File: src/rtl/ofdm_pkg.sv
// rtl/ofdm_pkg.sv - shared OFDM constants, sample widths and subcarrier map helper
//
// Purpose: default symbol geometry (FFT size, active band edges, pilot spacing),
//          sample field widths and the subcarrier classifier. Shared by the receive
//          pilot-remove block and the transmit pilot-insert block so both sides
//          always agree on which subcarriers carry data.
// Ports:   none (package).
package ofdm_pkg;

   localparam int NSC_DEF = 256;   // subcarriers per OFDM symbol
   localparam int GLO_DEF = 28;    // first active subcarrier
   localparam int GHI_DEF = 228;   // last active subcarrier
   localparam int PSP_DEF = 8;     // pilot spacing from GLO

   localparam int IQ_W  = 16;          // width of each of I and Q
   localparam int SMP_W = 2 * IQ_W;    // packed sample: [31:16] I, [15:0] Q

   typedef enum logic [1:0] {
      CYC_IDLE   = 2'd0,
      CYC_ACTIVE = 2'd1,
      CYC_DRAIN  = 2'd2
   } cyc_state_e;

   // True for subcarriers that carry payload: inside the active band, not DC,
   // and not on the pilot grid anchored at glo.
   function automatic logic is_data_sc(input int k, input int nsc, input int glo,
                                       input int ghi, input int psp);
      logic in_band;
      logic is_dc;
      logic is_pilot;
      in_band  = (k >= glo) && (k <= ghi);
      is_dc    = (k == nsc / 2);
      is_pilot = ((k - glo) % psp) == 0;
      return in_band && !is_dc && !is_pilot;
   endfunction

endpackage

File: src/rtl/wb_skid_fifo.sv
// rtl/wb_skid_fifo.sv - 2-entry registered FIFO for strobe/ack handshakes
//
// Purpose: two-deep buffer with no bypass path; data written at edge n is
//          visible on dat_o from cycle n+1. A push and a pop may share a cycle
//          even when full, so a steady stream sustains one beat per clock.
// Ports:   clk, rst    - clock, synchronous active-high reset
//          push_i      - write dat_i (ignored when full and not popping)
//          dat_i       - write data
//          pop_i       - drop head entry (ignored when empty)
//          dat_o       - head entry
//          empty_o     - no entries held
//          full_o      - both entries held
module wb_skid_fifo #(
   parameter int W = 32
)(
   input  logic         clk,
   input  logic         rst,
   input  logic         push_i,
   input  logic [W-1:0] dat_i,
   input  logic         pop_i,
   output logic [W-1:0] dat_o,
   output logic         empty_o,
   output logic         full_o
);

   logic [W-1:0] mem_q [2];
   logic         rd_q, rd_d;
   logic         wr_q, wr_d;
   logic [1:0]   cnt_q, cnt_d;
   logic         do_push, do_pop;

   assign empty_o = (cnt_q == 2'd0);
   assign full_o  = (cnt_q == 2'd2);
   assign dat_o   = mem_q[rd_q];

   assign do_pop  = pop_i & ~empty_o;
   assign do_push = push_i & (~full_o | do_pop);

   always_comb begin
      rd_d  = rd_q;
      wr_d  = wr_q;
      cnt_d = cnt_q;
      if (do_pop)  rd_d = ~rd_q;
      if (do_push) wr_d = ~wr_q;
      case ({do_push, do_pop})
         2'b10:   cnt_d = cnt_q + 2'd1;
         2'b01:   cnt_d = cnt_q - 2'd1;
         default: cnt_d = cnt_q;
      endcase
   end

   always_ff @(posedge clk) begin
      if (rst) begin
         mem_q[0] <= '0;
         mem_q[1] <= '0;
         rd_q     <= 1'b0;
         wr_q     <= 1'b0;
         cnt_q    <= 2'd0;
      end else begin
         if (do_push) mem_q[wr_q] <= dat_i;
         rd_q  <= rd_d;
         wr_q  <= wr_d;
         cnt_q <= cnt_d;
      end
   end

endmodule

File: src/rtl/pilots_remove.sv
// rtl/pilots_remove.sv - drop guard, DC and pilot subcarriers from FFT output
//
// Purpose: counts subcarriers of each symbol arriving on the upstream strobe/ack
//          port, discards guard-band, DC and pilot beats, and forwards data
//          subcarriers unchanged through a 2-entry FIFO to the downstream port.
//          Frame boundaries follow cyc_i; a frame ending mid-symbol pulses
//          frm_err_o while already-buffered data still drains.
// Ports:   clk, rst                 - clock, synchronous active-high reset
//          dat_i, we_i, stb_i, cyc_i - upstream sample and handshake
//          ack_o                    - upstream beat accepted (combinational)
//          dat_o, we_o, stb_o, cyc_o - downstream sample and handshake
//          ack_i                    - downstream accepted head beat
//          frm_err_o                - one-cycle pulse: frame ended mid-symbol
module pilots_remove
   import ofdm_pkg::*;
#(
   parameter int NSC = NSC_DEF,
   parameter int GLO = GLO_DEF,
   parameter int GHI = GHI_DEF,
   parameter int PSP = PSP_DEF
)(
   input  logic             clk,
   input  logic             rst,
   input  logic [SMP_W-1:0] dat_i,
   input  logic             we_i,
   input  logic             stb_i,
   input  logic             cyc_i,
   output logic             ack_o,
   output logic [SMP_W-1:0] dat_o,
   output logic             we_o,
   output logic             stb_o,
   output logic             cyc_o,
   input  logic             ack_i,
   output logic             frm_err_o
);

   localparam int KW = $clog2(NSC);

   cyc_state_e       state_q, state_d;
   logic [KW-1:0]    k_q, k_d;
   logic             frm_err_q, frm_err_d;

   logic             beat;
   logic             keep;
   logic             pop;
   logic             room;
   logic             acc;
   logic             push;
   logic             fifo_empty;
   logic             fifo_full;
   logic [SMP_W-1:0] head;

   assign beat = stb_i & cyc_i & we_i;
   assign keep = is_data_sc(int'(k_q), NSC, GLO, GHI, PSP);

   // Outputs are gated by rst so they read 0 during the reset cycle itself,
   // not only after the first reset edge.
   assign stb_o     = ~rst & ~fifo_empty;
   assign we_o      = stb_o;
   assign dat_o     = rst ? '0 : head;
   assign frm_err_o = ~rst & frm_err_q;
   assign cyc_o     = ~rst & ((state_q == CYC_ACTIVE) |
                              ((state_q == CYC_DRAIN) & ~fifo_empty));

   // A full FIFO still has room this cycle if its head leaves; discarded beats
   // never need room, so the guard band streams even while downstream stalls.
   assign pop   = stb_o & ack_i;
   assign room  = ~fifo_full | pop;
   assign acc   = ~rst & beat & (~keep | room);
   assign ack_o = acc;
   assign push  = acc & keep;

   wb_skid_fifo #(
      .W (SMP_W)
   ) u_fifo (
      .clk     (clk),
      .rst     (rst),
      .push_i  (push),
      .dat_i   (dat_i),
      .pop_i   (pop),
      .dat_o   (head),
      .empty_o (fifo_empty),
      .full_o  (fifo_full)
   );

   always_comb begin
      k_d = k_q;
      if (!cyc_i) begin
         k_d = '0;
      end else if (acc) begin
         k_d = (k_q == KW'(NSC - 1)) ? '0 : k_q + KW'(1);
      end
   end

   always_comb begin
      state_d   = state_q;
      frm_err_d = 1'b0;
      case (state_q)
         CYC_IDLE: begin
            if (acc) state_d = CYC_ACTIVE;
         end
         CYC_ACTIVE: begin
            if (!cyc_i) begin
               state_d   = CYC_DRAIN;
               frm_err_d = (k_q != '0);
            end
         end
         CYC_DRAIN: begin
            // A new frame may already be streaming once the buffer empties.
            if (fifo_empty) state_d = acc ? CYC_ACTIVE : CYC_IDLE;
         end
         default: state_d = CYC_IDLE;
      endcase
   end

   always_ff @(posedge clk) begin
      if (rst) begin
         state_q   <= CYC_IDLE;
         k_q       <= '0;
         frm_err_q <= 1'b0;
      end else begin
         state_q   <= state_d;
         k_q       <= k_d;
         frm_err_q <= frm_err_d;
      end
   end

endmodule
File: config.mk
export PLATFORM = sky130hd
export DESIGN_NAME = pilots_remove
export DESIGN_NICKNAME = d
export VERILOG_FILES = /design/src/rtl/ofdm_pkg.sv /design/src/rtl/wb_skid_fifo.sv /design/src/rtl/pilots_remove.sv
export SDC_FILE = /design/constraint.sdc
export NUM_CORES = 1
export LEC_CHECK = 0
export BUFFER_PORTS_ARGS = -buffer_cell sky130_fd_sc_hd__buf_2
export CELL_PAD_IN_SITES_DETAIL_PLACEMENT = 0
export CELL_PAD_IN_SITES_GLOBAL_PLACEMENT = 1
export CORE_ASPECT_RATIO = 0.8
export CORE_MARGIN = 2
export CORE_UTILIZATION = 48
export CTS_CLUSTER_SIZE = 8
export DETAILED_ROUTE_END_ITERATION = 10
export HOLD_SLACK_MARGIN = 0.12
export MAX_ROUTING_LAYER = met4
export PLACE_DENSITY_LB_ADDON = 0.1
export SYNTH_ARGS = -nofsm -noshare
export SYNTH_HDL_FRONTEND = slang
export SYNTH_HIERARCHICAL = 1
export SYNTH_SLANG_ARGS = --single-unit
File: constraint.sdc
create_clock -name clk -period 6.9 [get_ports clk]
set_input_delay 0.345 -clock clk [delete_from_list [all_inputs] [get_ports clk]]
set_output_delay 0.345 -clock clk [all_outputs]
set_load 0.05 [all_outputs]
==> summary.md <==
| Metric | Value |
|---|---|
| Final setup viols | 0 |
| Mapped Area | 3960 um2 |
| Initial Util | between 40 and 50% |
| Relative slew margins | 33.0% |
| Top post-synthesis cells by area | edfxtp_1 (49%), and2_1 (9.5%), mux2_2 (8.2%) |
| Die Area | 8990 um2 |
| Worst-path fanout max | 33 |
| Slowest stage delay, CP | 680 ps |
| Final-report max-slew violation count | 0 |
| Syn Nets | 356 |
| Net Sw Power | about 0.22 mW |
| Residual DRC count | 0 |
| EDFF count, synth | 64 |
| Post_cts resized | 0 |
| HP Class | primary input to flop |
| Leakage power | between 1.5 and 2 nW |
| Register area | 2240 um2 |
| Data required time of the worst path | 6880 ps |
| Iter 0 DRT Violations | slightly below 80 |
| Cell taking the most area after synthesis | edfxtp_1 |
| DP Wirelength | between 4 and 5 mm |
| Power per cell area | 208 nW/um2 |
| IO Count | 75 |
| Post-route cell area | 4580 um2 |
| Pin count of the biggest net entering global routing | 50 |
| First-pass GRT wire length | approximately 12 mm |
| Final wirelength | 7.23 mm |
| Vias in the first global route | 2,393 |
| Tmin final | approximately 3600 ps |
| Antenna violations before repair | 0 |
| Nets | around 420 |
| Logic gate share of total power | roughly 7.5% |
| Placed Area | 4380 um2 |
| WP data arrival | 3540 ps |
| Synth warn | 6 |
| Clock power frac | 36.3% |
| Worst Skew | about 8.1 ps |
| Count leader, synth | edfxtp_1 |
| Pre-antenna DRT Iters | 5 |
| Status | finished, final reports clean |
| CTS tree | done |
| Clock Tree Buf Depth | 2 |
| Post-layout util | 57.4% |
| Area occupied by multi-input gates | 1590 um2 |
| Root buf cell | clkbuf_8 |
| Sequential cell area fraction in the yosys report | about 57% |
| Fraction of layout cells with a size suffix above 1 | 36.1% |
| # hold bufs at CTS | 0 |
| CTS buffer count | 9 |
| Fillcell total | 705 |
| Vias per inst | just under 5 |
| # clock sinks | 80 |
| Layout area overhead | 15.7% |
| Total gr overflow | 0 |
| Core ar. | 7980 um2 |
| Cells after Synth | around 320 |
| Post-synth top area share | 48.5% |
| Seq pwr share | 56.2% |
| Crit-path slowest cell | or2_2 |
| Top FF cell, synth | edfxtp_1 |
| Clock transition at the registers of the reported paths | ~80 ps |
| Clk Latency, worst-skew pair | 350 ps |
| Critical path buffer and inverter count | 1 |
| Startpoint Class | flop |
| Vias | around 2,400 |
| Setup Fix Bufs, Post-CTS | 0 |
| Max Cap Viol | 0 |
| H-tree depth | 3 |
| Standard-cell row count | 29 |
| Internal Power | 0.732 mW |
| Die height | 85.2 um |
| CP Class | flop to flop |
| Yosys reg bits | 80 |
| Delay-heaviest family, CP | simple AND/OR/NAND/NOR gates |
| Switching fraction of total power | 23.1% |
| GPL Wtd Cong | 0.840 |
| VDD IR max | 112 uV |
| Fmax | 281 MHz |
| Synth Area per Inst | 12.5 um2 |
| Setup TNS | 0 ps |
| Most frequent cells after synthesis | edfxtp_1 (64), and2_1 (60), nor2b_1 (35) |
| Worst slew pin tran | 1000 ps |
| Die width | approximately 110 um |
| Antenna-violating nets left | 0 |
| FF-to-FF setup slack | 3340 ps |
| Fraction of registers with async set/reset | 0% |
| CP cell instances | nor2_1 -> or3b_1 -> o211ai_2 -> o21ai_2 -> nor3_1 -> nor4bb_4 -> buf_4 -> or2_2 |
| GRT Util Overall | roughly 18% |
| Antenna cells | 0 |
| RSZ-0062 raised after global routing | false |
| Final Hold Viols | 0 |
| Port Buffers | 74 |
| Routed WL per cell | 14.6 um |
| Crit share post-route | between 50 and 60% |
| Crit. End Element | flop |
| Synth unique cells | 48 |
## path summary, 6_finish.rpt
path,start,end,depth (start not counted)
worst min-delay path,dat_i[17],u_fifo/mem_q[1][17],2
worst max-delay path,u_fifo/cnt_q[0],u_fifo/mem_q[1][28],8
worst max register to register,u_fifo/cnt_q[0],u_fifo/mem_q[1][28],8
worst min register to register,u_fifo/rd_q,u_fifo/rd_q,2
## through the flow
step                      power [mW]  cells  worst slack (ps)  hold slack, ps
after floorplan                0.592    316              3130             472
after global placement         0.618    480              3060             485
after detailed placement       0.618    480              2980             490
after CTS                      0.966    496              3290             253
after global routing           0.991    496              2950             259
final                          0.952    496              3340             281
## power groups by stage
stage               Combinational (mW)  Sequential, mW  Clock, mW
floorplan                       0.0478           0.545          0
global placement                0.0723           0.545          0
detailed placement              0.0726           0.546          0
CTS                             0.0729           0.535      0.358
global route                    0.0773           0.536      0.378
finish                          0.0716           0.535      0.346
## per-layer routing
layer  global-route usage (%)  vias to the layer above  wire [um]
li1                         -                     1236          -
met1                     22.5                     1149       3490
met2                     27.3                       62       3360
met3                     6.14                        2        357
met4                     4.67                        0         29
met5                        -                        -          0
## worst register-to-register path, stage by stage (launching register included)
cell and delay (ps):
dfxtp_1 490, nor2_1 110, or3b_1 390, o211ai_2 110, o21ai_2 200, nor3_1 570
nor4bb_4 300, buf_4 320, or2_2 680
## state kept, by name (all words and copies together) (netlist names), named ones only
register,flops
u_fifo/rd_q,1
u_fifo/cnt_q,2
u_fifo/mem_q,64
u_fifo/wr_q,1
frm_err_q,1
state_q,2
k_q,8
## cells in the final DEF (no fill, tap or decap), types with 3 or more instances in the layout
master / n
buf_2: 74
edfxtp_1: 64
and2_1: 60
nor2b_1: 35
mux2_2: 29
dfxtp_1: 15
nor2_1: 11
clkbuf_8: 10
a21oi_1: 9
inv_1: 7
and2_2: 5
nand2b_1: 4
nand3_1: 4
xor2_1: 4
nor3_1: 3
o31ai_1: 3
o21ai_0: 3
mux2_1: 3
## cell type report
cell class | instances | area share [%]
Timing Repair Buffer | 76 | 8.41
Clock inverter | 6 | 1.45
Clock buffer | 10 | 3.00
Inverter | 7 | 0.574
Tap cell | 108 | 2.95
Sequential cell | 80 | 49.0
Multi-Input combinational cell | 209 | 34.6
## cells by family (layout without fill, tap and decap cells)
| group | Yosys count | count (layout) | share of synthesized area, % |
|---|---|---|---|
| XOR/XNOR | 5 | 5 | 1.11 |
| buffers and inverters | 27 | 99 | 3.57 |
| AO/OA/AOI/OAI | 27 | 27 | 4.93 |
| adder cells (fa/ha/maj) | 2 | 2 | 0.632 |
| AND/OR/NAND/NOR | 141 | 141 | 23.5 |
| flip-flops | 80 | 80 | 56.6 |
| multiplexers | 34 | 34 | 9.61 |
Power figures use the tool's default switching activity.
